==> config.mk <==
export PLATFORM = sky130hd
export DESIGN_NAME = fsk_demodulator
export DESIGN_NICKNAME = d
export VERILOG_FILES = /design/src/rtl/fsk_demod_pkg.sv /design/src/rtl/fsk_demodulator_zero_cross.sv /design/src/rtl/fsk_demodulator.sv
export SDC_FILE = /design/constraint.sdc
export NUM_CORES = 1
export LEC_CHECK = 0
export CORE_UTILIZATION = 51
export CTS_BUF_LIST = sky130_fd_sc_hd__clkbuf_8
export DETAILED_ROUTE_END_ITERATION = 10
export GPL_ROUTABILITY_DRIVEN = 0
export HOLD_SLACK_MARGIN = 0.02
export PLACE_DENSITY = 0.86
export SLEW_MARGIN = 20
export SYNTH_ARGS = -nofsm -noshare
export SYNTH_HDL_FRONTEND = slang
export SYNTH_SLANG_ARGS = --single-unit
==> constraint.sdc <==
create_clock -name clk -period 5.4 [get_ports clk]
set_input_delay 0.54 -clock clk [delete_from_list [all_inputs] [get_ports clk]]
set_output_delay 0.54 -clock clk [all_outputs]
set_load 0.01 [all_outputs]
==> src/rtl/fsk_demod_pkg.sv <==
// Shared types and helpers for the FSK demodulator.
// Holds the FSM state encoding and the symbol rounding/clamp function.
package fsk_demod_pkg;

  typedef enum logic [1:0] {HUNT, SYNC, MEASURE} state_e;

  localparam logic [17:0] SYNC_VALUE_DEF = 18'h0FFFF;
  localparam int          NUM_TONES      = 16;

  typedef struct packed {
    logic       err;
    logic [3:0] data;
  } sym_t;

  // Round crossing count to the nearest tone step, then map 1..NUM_TONES onto 0..15.
  function automatic sym_t round_clamp(input logic [31:0] count,
                                       input int unsigned step_log2);
    logic [31:0] r;
    sym_t        s;
    r = (count + (32'd1 << (step_log2 - 1))) >> step_log2;
    if (r == 32'd0)
      s = '{err: 1'b1, data: 4'd0};
    else if (r > 32'(NUM_TONES))
      s = '{err: 1'b1, data: 4'(NUM_TONES - 1)};
    else
      s = '{err: 1'b0, data: 4'(r - 32'd1)};
    return s;
  endfunction

endpackage

==> src/rtl/fsk_demodulator_zero_cross.sv <==
// Hysteresis-qualified rising zero-crossing counter for one sample stream.
// count_next includes the current sample, so the window-final sample can be scored directly.
module fsk_zero_cross
  import fsk_demod_pkg::*;
#(
  parameter int SAMPLE_W = 18,
  parameter int HYST     = 1024,
  parameter int CNT_W    = 10
) (
  input  logic                       clk,
  input  logic                       reset,
  input  logic signed [SAMPLE_W-1:0] sample,
  input  logic                       valid,
  input  logic                       clear_count,
  input  logic                       clear_armed,
  output logic        [CNT_W-1:0]    count_next
);

  localparam logic signed [SAMPLE_W-1:0] POS_TH = SAMPLE_W'(HYST);
  localparam logic signed [SAMPLE_W-1:0] NEG_TH = SAMPLE_W'(-HYST);

  logic             armed_q, armed_d, armed_base;
  logic [CNT_W-1:0] cnt_q, cnt_base;

  // Clears apply to the base value, so the current sample is still counted on top.
  always_comb begin
    armed_base = clear_armed ? 1'b0 : armed_q;
    cnt_base   = clear_count ? '0 : cnt_q;
    armed_d    = armed_base;
    count_next = cnt_base;
    if (valid) begin
      if (armed_base && (sample >= POS_TH)) begin
        armed_d = 1'b0;
        if (cnt_base != '1) count_next = cnt_base + 1'b1;
      end else if (sample < NEG_TH) begin
        armed_d = 1'b1;
      end
    end
  end

  always_ff @(posedge clk or posedge reset) begin
    if (reset) begin
      armed_q <= 1'b0;
      cnt_q   <= '0;
    end else begin
      armed_q <= armed_d;
      cnt_q   <= count_next;
    end
  end

endmodule

==> src/rtl/fsk_demodulator.sv <==
// 16-tone FSK receiver: locks on the constant preamble, then emits one symbol
// per fixed window from the rounded rising-zero-crossing count.
module fsk_demodulator
  import fsk_demod_pkg::*;
#(
  parameter int                    SAMPLE_W   = 18,
  parameter logic [SAMPLE_W-1:0]   SYNC_VALUE = SAMPLE_W'(SYNC_VALUE_DEF),
  parameter int                    SYNC_MIN   = 8,
  parameter int                    WINDOW     = 800,
  parameter int                    STEP_LOG2  = 3,
  parameter int                    HYST       = 1024,
  parameter int                    CNT_W      = 10
) (
  input  logic                clk,
  input  logic                reset,
  input  logic [SAMPLE_W-1:0] sample_in,
  input  logic                sample_valid,
  output logic [3:0]          data_out,
  output logic                data_valid,
  output logic                sym_err,
  output logic                locked
);

  localparam int RUN_W = $clog2(SYNC_MIN + 1);

  state_e           state_q, state_d;
  logic [RUN_W-1:0] sync_run_q, sync_run_d;
  logic [CNT_W-1:0] win_cnt_q, win_cnt_d;
  logic [3:0]       data_out_q, data_out_d;
  logic             data_valid_q, data_valid_d;
  logic             sym_err_q, sym_err_d;

  logic             is_sync, sync_hit, zc_valid;
  logic [CNT_W-1:0] zc_count_next;
  sym_t             sym;

  assign is_sync = (sample_in == SYNC_VALUE);

  fsk_zero_cross #(
    .SAMPLE_W (SAMPLE_W),
    .HYST     (HYST),
    .CNT_W    (CNT_W)
  ) u_zc (
    .clk         (clk),
    .reset       (reset),
    .sample      ($signed(sample_in)),
    .valid       (zc_valid),
    .clear_count (win_cnt_q == '0),
    .clear_armed (state_q != MEASURE),
    .count_next  (zc_count_next)
  );

  always_comb begin
    sync_run_d = sync_run_q;
    if (sample_valid) begin
      if (!is_sync)                              sync_run_d = '0;
      else if (sync_run_q != RUN_W'(SYNC_MIN))   sync_run_d = sync_run_q + 1'b1;
    end
    sync_hit = sample_valid && is_sync && (sync_run_d == RUN_W'(SYNC_MIN));
  end

  always_comb begin
    state_d      = state_q;
    win_cnt_d    = win_cnt_q;
    data_out_d   = data_out_q;
    sym_err_d    = sym_err_q;
    data_valid_d = 1'b0;
    zc_valid     = 1'b0;
    sym          = round_clamp(32'(zc_count_next), 32'(STEP_LOG2));
    case (state_q)
      HUNT: if (sync_hit) state_d = SYNC;
      SYNC: begin
        // First non-preamble sample opens the window as its sample 1.
        if (sample_valid && !is_sync) begin
          state_d   = MEASURE;
          win_cnt_d = CNT_W'(1);
          zc_valid  = 1'b1;
        end
      end
      MEASURE: begin
        if (sample_valid) begin
          zc_valid = 1'b1;
          if (sync_hit) begin
            state_d   = SYNC;
            win_cnt_d = '0;
          end else if (win_cnt_q == CNT_W'(WINDOW - 1)) begin
            win_cnt_d    = '0;
            data_valid_d = 1'b1;
            data_out_d   = sym.data;
            sym_err_d    = sym.err;
          end else begin
            win_cnt_d = win_cnt_q + 1'b1;
          end
        end
      end
      default: state_d = HUNT;
    endcase
  end

  always_ff @(posedge clk or posedge reset) begin
    if (reset) begin
      state_q      <= HUNT;
      sync_run_q   <= '0;
      win_cnt_q    <= '0;
      data_out_q   <= '0;
      data_valid_q <= 1'b0;
      sym_err_q    <= 1'b0;
    end else begin
      state_q      <= state_d;
      sync_run_q   <= sync_run_d;
      win_cnt_q    <= win_cnt_d;
      data_out_q   <= data_out_d;
      data_valid_q <= data_valid_d;
      sym_err_q    <= sym_err_d;
    end
  end

  assign data_out   = data_out_q;
  assign data_valid = data_valid_q;
  assign sym_err    = sym_err_q;
  assign locked     = (state_q == MEASURE);

endmodule

---- After elaboration in Yosys (flattened, before gate mapping) ----
Index checks and enable logic that the tools add are counted.
storage, ports and cells
  bits of input ports ..................... 21
  output and inout bits ................... 7
  word-level logic and storage cells ...... 68
  flip-flop bits (word level) ............. 33
operators by class
  muxes and demuxes ....................... 29
  $add $sub $neg .......................... 5
  equal/unequal tests ..................... 10
  reductions and logical operators ........ 12
  bitwise operators ....................... 1
  order comparisons ....................... 3
operators with widths
  kind                                                           number
  2-to-1 mux 10 bit                                              8
  logical NOT 32 bit                                             1
  adder 10 x 1 -> 10 bit, second input constant                  2
  case mux 10 bit (2 select lines)                               1
  == test 18 x 16 -> 1 bit, second input constant                1
  >= comparator 18 x 12 -> 1 bit, second input constant          1
  < comparator 18 x 11 -> 1 bit, second input constant           1
  2-to-1 mux 4 bit                                               3
  adder 10 x 3 -> 11 bit, second input constant                  1
  == test 10 bit, second input constant                          1
  logical NOT 10 bit                                             1
  2-to-1 mux 1 bit                                               10
  2-to-1 mux 5 bit                                               2
  inequality test 10 bit, second input constant                  1
  greater-than comparator 8 x 5 -> 1 bit, second input constant  1
  2-to-1 mux 2 bit                                               3
  inequality test 2 bit, second input constant                   3
  case mux 2 bit (3 select lines)                                1
  adder 4 x 1 -> 4 bit, second input constant                    1
  == test 4 bit, second input constant                           1
  logical AND 1 bit                                              4
  inequality test 4 bit, second input constant                   1
  AND reduction 4 bit                                            1
  subtractor 4 x 1 -> 4 bit, second input constant               1
  other kinds (9)                                                9

---- Logic depth before layout (Yosys ltp) ----
  depth in word-level cells ............... 10
  mapped depth ............................ 21
  gate-level depth less buffers ........... 20

---- Modules after synthesis ----
Synthesis repeated with hierarchy kept, for this count alone.
second synthesis, totals
  cells, all modules ...................... 264
  area total of the unflattened synthesis .. 2444.8 sq um
modules (own cells, without submodules)
  module           instances  area an instance (sq um)  cells each
  fsk_demodulator  1          1732.9                    195
  fsk_zero_cross   1          711.9                     69

---- Worst setup path after synthesis ----
No wires, ideal clock.
  path kind ............................... flip-flop to flip-flop
  start ................................... reg win_cnt_q[0]
  end ..................................... reg data_out_q[0] (netlist: data_out[0])
  arrival time ............................ 4225 ps
  path slack .............................. 1050 ps
  period minus slack after synthesis ...... 4350 ps
  path buffers ............................ 1
  cell stages (with the launch flop) ...... 22
  path through ............................ dfrtp_1 > inv_1 > ha_1 > or4b_4 > or4_4 > buf_6 > and2_1 > ha_1 > nand3_1 > nor3_1 > a31oi_1 > nand3_1 > xor2_1 > nor2_1 > ha_1 > xnor2_1 > ha_1 > o211ai_1 > nor4_1 > nor3_1 > o21ai_2 > o21ai_1
between the ends
  word-level cells in the longest chain between the ends .. 10
RTL lines
  item                                                                                        RTL line                                  RTL
  from (decl)                                                                                 fsk_demodulator.sv:28                     logic [CNT_W-1:0] win_cnt_q, win_cnt_d;
  from (signal assigned)                                                                      fsk_demodulator.sv:111                    win_cnt_q <= win_cnt_d;
  logical NOT 10 bit (*)                                                                      fsk_demodulator.sv:48                     .clear_count (win_cnt_q == '0),
  2-to-1 mux 10 bit (*)                                                                       fsk_demodulator_zero_cross.sv:28          cnt_base = clear_count ? '0 : cnt_q;
  adder 10 x 1 -> 10 bit / inequality test 10 bit (equally long branches)                     fsk_demodulator_zero_cross.sv:34          if (cnt_base != '1) count_next = cnt_base + 1'b1;
  2-to-1 mux 10 bit                                                                           fsk_demodulator_zero_cross.sv:34
  2-to-1 mux 10 bit                                                                           fsk_demodulator_zero_cross.sv:32          if (armed_base && (sample >= POS_TH)) begin
  2-to-1 mux 10 bit (*)                                                                       fsk_demodulator_zero_cross.sv:31          if (valid) begin
  named net u_zc.count_next[3]                                                                fsk_demodulator_zero_cross.sv:16          output logic [CNT_W-1:0] count_next
  adder 10 x 3 -> 11 bit (*)                                                                  fsk_demod_pkg.sv:20                       r = (count + (32'd1 << (step_log2 - 1))) >> step_log2;
  greater-than comparator 8 x 5 -> 1 bit / subtractor 4 x 1 -> 4 bit (equally long branches)  fsk_demod_pkg.sv:23, fsk_demod_pkg.sv:26
  2-to-1 mux 5 bit                                                                            fsk_demod_pkg.sv:23                       else if (r > 32'(NUM_TONES))
  2-to-1 mux 5 bit (*)                                                                        fsk_demod_pkg.sv:21                       if (r == 32'd0)
  to (signal assigned)                                                                        fsk_demodulator.sv:112                    data_out_q <= data_out_d;
  to (decl)                                                                                   fsk_demodulator.sv:29                     logic [3:0] data_out_q, data_out_d;
The timed path passes the listed nets; every way through them passes the cells marked *.
A chain may end at the register's enable or synchronous reset.

---- Final worst setup path ----
  start ................................... reg win_cnt_q[0]
  end ..................................... reg data_out_q[2] (netlist: data_out[2])
Same word-level chain as after synthesis.

==> metrics <==
Total Neg Setup Slack 0 ps; async set-reset flop share out of synthesis 1.00; gr usage total 0.248; synth warn 0; vias in the first global route 2126; minimum clock period 4950 ps; r2r worst-path depth 20; # fillers 376; Clock Tree Root clkbuf_8; Vias 2234; number of diodes 0; crit path buf inv count 1; dpl hpwl 4190 µm; port bufs 27; Via-to-Cell Ratio 6.17; First-pass DRT Iterations 4; CTS Sinks 33; register area share after synthesis 0.346; slew margin rel. 0.562; Core Util, Final 0.638; HP Class flip-flop to flip-flop; Post-synth EDFFs 0; Post-Synth XOR/XNOR Area 0.0257; Simple-Gate Fraction of Synth Area 0.294; data required time of the critical path 5570 ps; post-CTS sizing 0; Setup-failing EPs final 0; CP max stage cell or4_4; leakage power total 0.00116 µW; routed length per placed instance 15.5 µm; Net Count, Synth 313; Tcrit/Tclk final 0.916; Clock Skew 9.06 ps; Rows 24; fin. max-slew vios 0; Initial Utilization 0.541; critical path type flip-flop to flip-flop; RSZ-0062 raised after global routing no; adder-cell area share of the yosys netlist 0.0628; die area 0.00496 mm²; Post-Syn Instances 280; 1st-iter DRT viols 162; global-route wire length before repair 9780 µm; Crit. End Element flip-flop; Final ANT Viol Nets 0; hold depth 2; postcts setup bufs 0; CTS tree yes; fmax 202 MHz; status complete, no violations; largest net degree at the start of global routing 34; clk slew on worst S/H paths 80 ps; Compound-Gate Fraction of Synth Area 0.191; WP depth 20; Final Hold Viols 0; Cell variety after synth 58; die height 70.5 µm; Max Root-Sink Buffers 2; clk_lat worst skew 300 ps; area grow syn2layout 17.9%; mapped cell area 0.00239 mm²; synthesis-stage register bit count 33; critical path's top delay family simple AND/OR/NAND/NOR gates; Max Cap Viol 0; most frequent cells in the layout nand2_1, dfrtp_1, clkdlybuf4s50_1; Top cell by count, worst path ha_1; CP Data Arrival Time 5120 ps; main combinational cell family by area after synthesis simple AND/OR/NAND/NOR gates; Synth Area per Inst 8.53 µm²; Top-Level Pins 28; Worst VDD drop 134 µV; DRC 0; die width 70.5 µm; CP Launch Type flip-flop; share of cells above drive strength 1 0.0839; Post-synth top flop dfrtp_1; # hold bufs at CTS 0; fin nets 342; worst path cell trace inv_1, ha_1, or4b_4, or4_4, and2_1, ha_1, nand3_1, nor3_1, a31oi_1, nand3_1, xor2_1, nor2_1, ha_1, xnor2_1, ha_1, o211ai_1, nor4_1, nor3_1, o21ai_2, o21ai_1; worst-path fanout max 9; H-tree depth 2; pwr dens 184 mW/mm²; post-synthesis mux area share 0.0398; worst slew pin tran 651 ps; drt total wl 5620 µm; CP max stage delay 540 ps; GRT overflow 0; cts bufs inserted 5; core area 0.00441 mm²; antenna violations before repair 0
## path summary, 6_finish.rpt
| path | slack (ps) | start | endpoint |
|---|---|---|---|
| worst max-delay path | 450 | win_cnt_q[0]$_DFFE_PP0P_ | data_out[2]$_DFFE_PP0P_ |
| worst min-delay path | 490 | data_out[0]$_DFFE_PP0P_ | data_out[0]$_DFFE_PP0P_ |
| worst max register to register | 450 | win_cnt_q[0]$_DFFE_PP0P_ | data_out[2]$_DFFE_PP0P_ |
| worst min register to register | 490 | data_out[0]$_DFFE_PP0P_ | data_out[0]$_DFFE_PP0P_ |
| max in group asynchronous | 4450 | reset | u_zc.cnt_q[1]$_DFF_PP0_ |
| min in group asynchronous | 640 | reset | win_cnt_q[7]$_DFFE_PP0P_ |
## per-stage QoR
stage	instance area [µm²]	setup slack, ps	power (µW)	hold slack [ps]	instances
finish	2820	454	518	490	362
global route	2820	124	536	519	362
CTS	2820	503	521	500	362
detailed placement	2700	539	279	482	354
global placement	2700	762	278	473	354
floorplan	2390	1050	260	476	280
## logic make-up (layout without fill, tap and decap cells)
family	count (synthesis)	in the layout
and+or+nand+nor	127	127
AOI/OAI and AO/OA	69	69
DFF	33	33
buffers and inverters	23	53
adders and majority gates	12	12
muxes	9	9
xor gates and xnor gates	7	7
## worst min-delay path: cells and delay by family (launching register included)
kind | cells | cell delay [ps]
AND/OR/NAND/NOR | 1 | 50
flip-flops | 1 | 350
AO/OA/AOI/OAI | 1 | 60
## cell usage after synthesis (4+ instances only)
| master | n | area share |
|---|---|---|
| o21ai_0 | 20 | 0.042 |
| and2_1 | 6 | 0.016 |
| nand2b_1 | 4 | 0.010 |
| and3_1 | 7 | 0.018 |
| o21ai_1 | 5 | 0.010 |
| nor2_1 | 15 | 0.024 |
| a211oi_1 | 5 | 0.016 |
| nand3_1 | 15 | 0.031 |
| a21oi_1 | 9 | 0.019 |
| nor3_1 | 13 | 0.027 |
| dfrtp_1 | 33 | 0.35 |
| nand4_1 | 6 | 0.016 |
| o22ai_1 | 5 | 0.013 |
| mux2_2 | 4 | 0.019 |
| a31oi_1 | 5 | 0.013 |
| xor2_1 | 4 | 0.015 |
| mux2i_1 | 5 | 0.021 |
| inv_1 | 16 | 0.025 |
| nand2_1 | 33 | 0.052 |
| ha_1 | 12 | 0.063 |
## state kept, by name, indices dropped and copies added (netlist names)
signal        flops
win_cnt_q        10
data_valid        1
sync_run_q        4
data_out          4
state_q           2
sym_err           1
u_zc.armed_q      1
u_zc.cnt_q       10
## where the power goes
| part | total (µW) | switching (µW) | leakage [µW] | internal, µW |
|---|---|---|---|---|
| clock network | 245 | 95.9 | 0.0000626 | 149 |
| logic | 26.0 | 11.0 | 0.000648 | 15.0 |
| registers | 248 | 0.352 | 0.000449 | 247 |
| total | 518 | 107 | 0.00116 | 411 |
## per-layer routing
| metal | routed length (µm) | global-route usage |
|---|---|---|
| met1 | 2520 | 0.313 |
| met2 | 2800 | 0.420 |
| met3 | 249 | 0.0592 |
| met4 | 57 | 0.0667 |
| met5 | 0 | 0 |
## cell type report
class,count,area [µm²],share of cell area
Sequential cell,33,826,0.293
Tap cell,52,65.1,0.0231
Clock buffer,6,82.6,0.0293
Clock inverter,2,33.8,0.0120
Multi-Input combinational cell,224,1470,0.520
Inverter,17,66.3,0.0235
Timing Repair Buffer,28,278,0.0986
(Power assumes the default switching activity.)
==> patch 1 (same settings) <==
`SAMPLE_W` is set to 18 in 2 places; all go to 16.
--- a/src/rtl/fsk_demodulator_zero_cross.sv
+++ b/src/rtl/fsk_demodulator_zero_cross.sv
@@ -5,3 +5,3 @@
 #(
-  parameter int SAMPLE_W = 18,
+  parameter int SAMPLE_W = 16,
   parameter int HYST     = 1024,
--- a/src/rtl/fsk_demodulator.sv
+++ b/src/rtl/fsk_demodulator.sv
@@ -5,3 +5,3 @@
 #(
-  parameter int                    SAMPLE_W   = 18,
+  parameter int                    SAMPLE_W   = 16,
   parameter logic [SAMPLE_W-1:0]   SYNC_VALUE = SAMPLE_W'(SYNC_VALUE_DEF),
Interface: changed (resized sample_in); port bits go from 28 to 26. No check against the original RTL was run, so the function may have changed too.
==> patch 1 against the original RTL <==
Wire length shrank 10%. Core utilization shrank 1.8 points. Largest cell class unchanged. Sequential share of layout area grew 1.1 points. Design area shrank 3.5%. Setup slack gained 0.61 ns. Area after synthesis shrank 2.0%. Critical path type unchanged. Total power shrank 13%. Sequential cell count is the same.
==> patch 1: results (changes against the original RTL) <==
Seq/Total Area, Yosys 35.3% (+0.70 points); first-pass GRT wire length 8.87 mm (-9.4%); GR Util All Layers 22.6% (-2.2 points); actual slew at the worst max-slew pin 0.920 ns (+0.269 ns); HP Class reg2reg; Largest regs u_zc.cnt_q: 10 flops, win_cnt_q: 10 flops; Lkg Pwr 1.15 nW (-0.39%); postcts setup bufs 0 (unchanged); Main synth FF type dfrtp_1; CTS Buffer Depth 2 (unchanged); status completed; Root Buffer clkbuf_8; wl on met1 2.37 mm (-5.7%); worst-path maximum fanout 20 (+11); Hold Path Sink win_cnt_q[8]; Commonest cells post-synth 33 x dfrtp_1, 30 x nand2_1, 21 x nor2_1; GR Layer Usage met2 36.5% (-5.5 points); Worst VDD drop 118 uV (-12%); synth unique cells 58 (unchanged); Port Buffers 25 (-7.4%); Worst-Skew Late Latency 0.29 ns; PostCTS Resize Cnt 0 (unchanged); sw frac 23.2% (+2.5 points); GR Util met3 5.67% (-0.25 points); Post-Route WL 5.06 mm (-10%); CP max stage cell dfrtp_1; largest net degree at the start of global routing 34 (unchanged); placed inst area 2640 sq um (-2.4%); Area contributors post-synth dfrtp_1 35%, ha_1 6.4%, nand2_1 4.8%; reg2reg end data_out[0]; Mapped Nets 294 (-6.1%); clock share of power 40.4% (-6.8 points); Initial DRC Count 181 (+12%); DR WL met3 257 um (+3.2%); clock network power 0.183 mW (-25%); antenna violations before repair 0 (unchanged); Worst Hold Path Cells 1 (-1); post-synthesis cell count 263 (-6.1%); worst reg2reg path depth 19 (-5.0%); Finished Layout Cells 343 (-5.2%); Layout Skew 0.0109 ns (+0.00184 ns); yosys warns 0 (unchanged); Hold Slack 0.551 ns (+0.0614 ns); Flop pwr share 54.7% (+6.9 points); Hold Startpoint win_cnt_q[8]; setup ws final 1.07 ns (+0.612 ns); max layer used met4; length of routed met2 wiring 2.36 mm (-16%); M1 GR Usage 29.2% (-2.1 points); H-tree Lvls 2 (unchanged); dpl hpwl 3.74 mm (-11%); share of layout cells above drive strength 1 10.3% (+1.9 points); total number of vias 2015 (-9.8%); drt pass-1 iters 4 (unchanged); CTS clk-pin slew, worst paths 0.07 ns; Worst R2R Start win_cnt_q[0]; final net count 321 (-6.1%); number of CTS-inserted buffers 5 (unchanged); CP peak stage delay 0.41 ns (-0.13 ns); arrival time at the worst endpoint 4.50 ns (-0.62 ns)
-- patch 1: cell count changes after synthesis, moves of 4 or more --
cell	delta
nor3_1	-11
nor2_1	+6
mux2i_1	-5
o22ai_1	-5
o21ai_1	-4
xnor2_1	+4
-- patch 1: layout make-up --
class | instances | area (sq um)
Timing Repair Buffer | 27 | 265
Clock inverter | 3 | 13.8
Multi-Input combinational cell | 207 | 1420
Clock buffer | 5 | 68.8
Sequential cell | 33 | 826
Inverter | 16 | 60.1
Tap cell | 52 | 65.1
Fill cell | 393 | 1670
-- patch 1: logic make-up (layout without fill, tap and decap cells) --
| group | count (synthesis) | in the layout | synth area share [%] |
|---|---|---|---|
| AND/OR/NAND/NOR | 115 | 115 | 26.3 |
| AO/OA/AOI/OAI | 63 | 63 | 19.4 |
| flip-flops | 33 | 33 | 35.3 |
| buffers and inverters | 23 | 51 | 4.11 |
| adder cells (fa/ha/maj) | 12 | 12 | 6.41 |
| XOR/XNOR | 11 | 11 | 4.11 |
| multiplexers | 6 | 6 | 4.43 |
-- patch 1: critical path, delay by kind of cell (launching register included) --
kind                       cells  cell delay (ns)
buffers and inverters          2             0.33
adders and majority gates      3             0.69
and+or+nand+nor                9             1.59
DFF                            1             0.41
AOI/OAI and AO/OA              4             0.82
muxes                          1             0.38
-- patch 1: worst max-delay path by stage --
stage                 startpoint  cells past startpoint           to
floorplan           win_cnt_q[0]                     20  data_out[0]
global placement    win_cnt_q[0]                     19  data_out[1]
detailed placement  win_cnt_q[0]                     19      sym_err
CTS                 win_cnt_q[0]                     19  data_out[0]
global route        win_cnt_q[0]                     19  data_out[0]
finish              win_cnt_q[0]                     19  data_out[0]
==> patch 2 (config.mk and constraints unchanged) <==
Made on the original files. The 3 states of `state_e` get a one-hot encoding in 3 bits.
--- a/src/rtl/fsk_demod_pkg.sv
+++ b/src/rtl/fsk_demod_pkg.sv
@@ -4,3 +4,3 @@
 
-  typedef enum logic [1:0] {HUNT, SYNC, MEASURE} state_e;
+  typedef enum logic [2:0] {HUNT = 3'b001, SYNC = 3'b010, MEASURE = 3'b100} state_e;
 
Behaviour: same outputs for any inputs over 10 cycles, from zero or initial values and one cycle with reset high; not proved beyond that.
==> patch 2 against the original RTL <==
Synthesized cell count fell by 1.1%. Wire length rose by 0.39%. Combinational power rose by 22%. First-iteration DRC count rose by 77%. Area after synthesis rose by 1.4%. Total power fell by 6.7%. Design area fell by 0.76%. Die area rose by 1.4%. Sequential power rose by 4%. Critical path depth did not move. Sequential cell count rose by 1. Setup slack improved by 0.18 ns.
==> patch 2: results (changes against the original RTL) <==
Flop pwr share 53.3% (+5.5 points); Mapped Nets 305 (-2.6%); total number of vias 2290 (+2.5%); Main synth FF type dfrtp_1; Area contributors post-synth dfrtp_1 34%, o21ai_0 3.9%, nor2_1 3.7%; DR WL met3 365 um (+47%); GR Util All Layers 24.4% (-0.35 points); CP peak stage delay 0.40 ns (-0.14 ns); Inverters excl. clock 16 (-1); H-tree Lvls 2 (unchanged); Port Buffers 27 (unchanged); fillers 378 (+0.53%); Lkg Pwr 1.16 nW (-0.22%); final-report max-slew violation count 0 (unchanged); drt pass-1 iters 5 (+1); clock network power 0.194 mW (-21%); CTS sink cnt 34 (+3.0%); largest net degree at the start of global routing 35 (+2.9%); actual slew at the worst max-slew pin 0.780 ns (+0.129 ns); Largest regs u_zc.cnt_q: 10 flops, win_cnt_q: 10 flops; Layout Skew 0.00601 ns (-0.00305 ns); buffering overhead 9.94% (+0.075 points); multi-input combinational cell area 1450 sq um (-1.1%); dpl hpwl 4.25 mm (+1.4%); Hold Startpoint win_cnt_q[9]; Worst R2R Start win_cnt_q[0]; EDFF count, synth 0 (unchanged); HP Class reg2reg; CP max stage cell dfrtp_1; worst-path maximum fanout 8 (-1); # diodes 0 (unchanged); wl on met1 2.46 mm (-2.2%); Initial DRC Count 286 (+77%); Root Buffer clkbuf_8; sw frac 22.3% (+1.6 points); CTS clk-pin slew, worst paths 0.07 ns; arrival time at the worst endpoint 4.97 ns (-0.15 ns); multi-input logic cell count 217 (-3.1%); synth unique cells 66 (+14%); GR Util met3 5.84% (-0.076 points); clock buf count 6 (unchanged); Reg area 852 sq um (+3.2%); status completed; Worst VDD drop 122 uV (-8.8%); startpoint types register; CTS Buffer Depth 2 (unchanged); Seq/Total Area, Yosys 35.2% (+0.60 points); vias in the first global route 2183 (+2.7%); length of routed met2 wiring 2.71 mm (-3.3%); final net count 330 (-3.5%); share of layout cells above drive strength 1 7.92% (-0.47 points); max layer used met4; Post-Route WL 5.64 mm (+0.39%); M1 GR Usage 31.0% (-0.35 points); CP delay by family, top simple AND/OR/NAND/NOR gates; GR Layer Usage met2 40.9% (-1.1 points); Clock buf/inv share 3.27% (-0.86 points); antenna violations before repair 0 (unchanged); Commonest cells post-synth 33 x dfrtp_1, 24 x nor2_1, 19 x o21ai_0; ys async rst share 100% (unchanged)
patch 2: changes by cell type after synthesis, moves of 3 or more:
cell | unedited run | this run
nand2_1 | 33 | 18
nor2_1 | 15 | 24
ha_1 | 12 | 7
mux2i_1 | 5 | 0
nand4_1 | 6 | 11
nor3_1 | 13 | 8
o21ai_1 | 5 | 0
a31oi_1 | 5 | 9
a21oi_1 | 9 | 12
and2_1 | 6 | 3
mux2_2 | 4 | 1
nand2b_1 | 4 | 1
o22ai_1 | 5 | 2
patch 2: stage by stage:
| stage | area, sq um | setup WS (ns) | util [%] | std cells | power [mW] |
|---|---|---|---|---|---|
| 3_3_place_gp | 2700 | 0.886 | 60.4 | 347 | 0.294 |
| 4_1_cts | 2800 | 0.627 | 62.5 | 355 | 0.486 |
| 3_5_place_dp | 2700 | 0.681 | 60.4 | 347 | 0.295 |
| 5_1_grt | 2800 | 0.00133 | 62.5 | 355 | 0.501 |
| 6_report | 2800 | 0.630 | 62.5 | 355 | 0.484 |
| 2_1_floorplan | 2420 | 1.32 | - | 277 | 0.271 |
patch 2: kinds of logic after synthesis:
group / count (synthesis) / synth area share [%]
compound gates: 76 / 22.0
xor+xnor: 7 / 2.53
fa+ha+maj: 7 / 3.61
buf+inv: 26 / 5.06
flops: 34 / 35.2
mux: 2 / 1.03
simple gates: 125 / 30.6
patch 2: path summary, 6_finish.rpt:
check / slack (ns) / depth (start not counted) / to
worst max register to register: 0.63 / 20 / data_out[1]
max in group asynchronous: 4.42 / 3 / state_q[0]
min in group asynchronous: 0.64 / 3 / win_cnt_q[9]
worst min-delay path: 0.52 / 1 / win_cnt_q[9]
worst max-delay path: 0.63 / 20 / data_out[1]
worst min register to register: 0.52 / 1 / win_cnt_q[9]
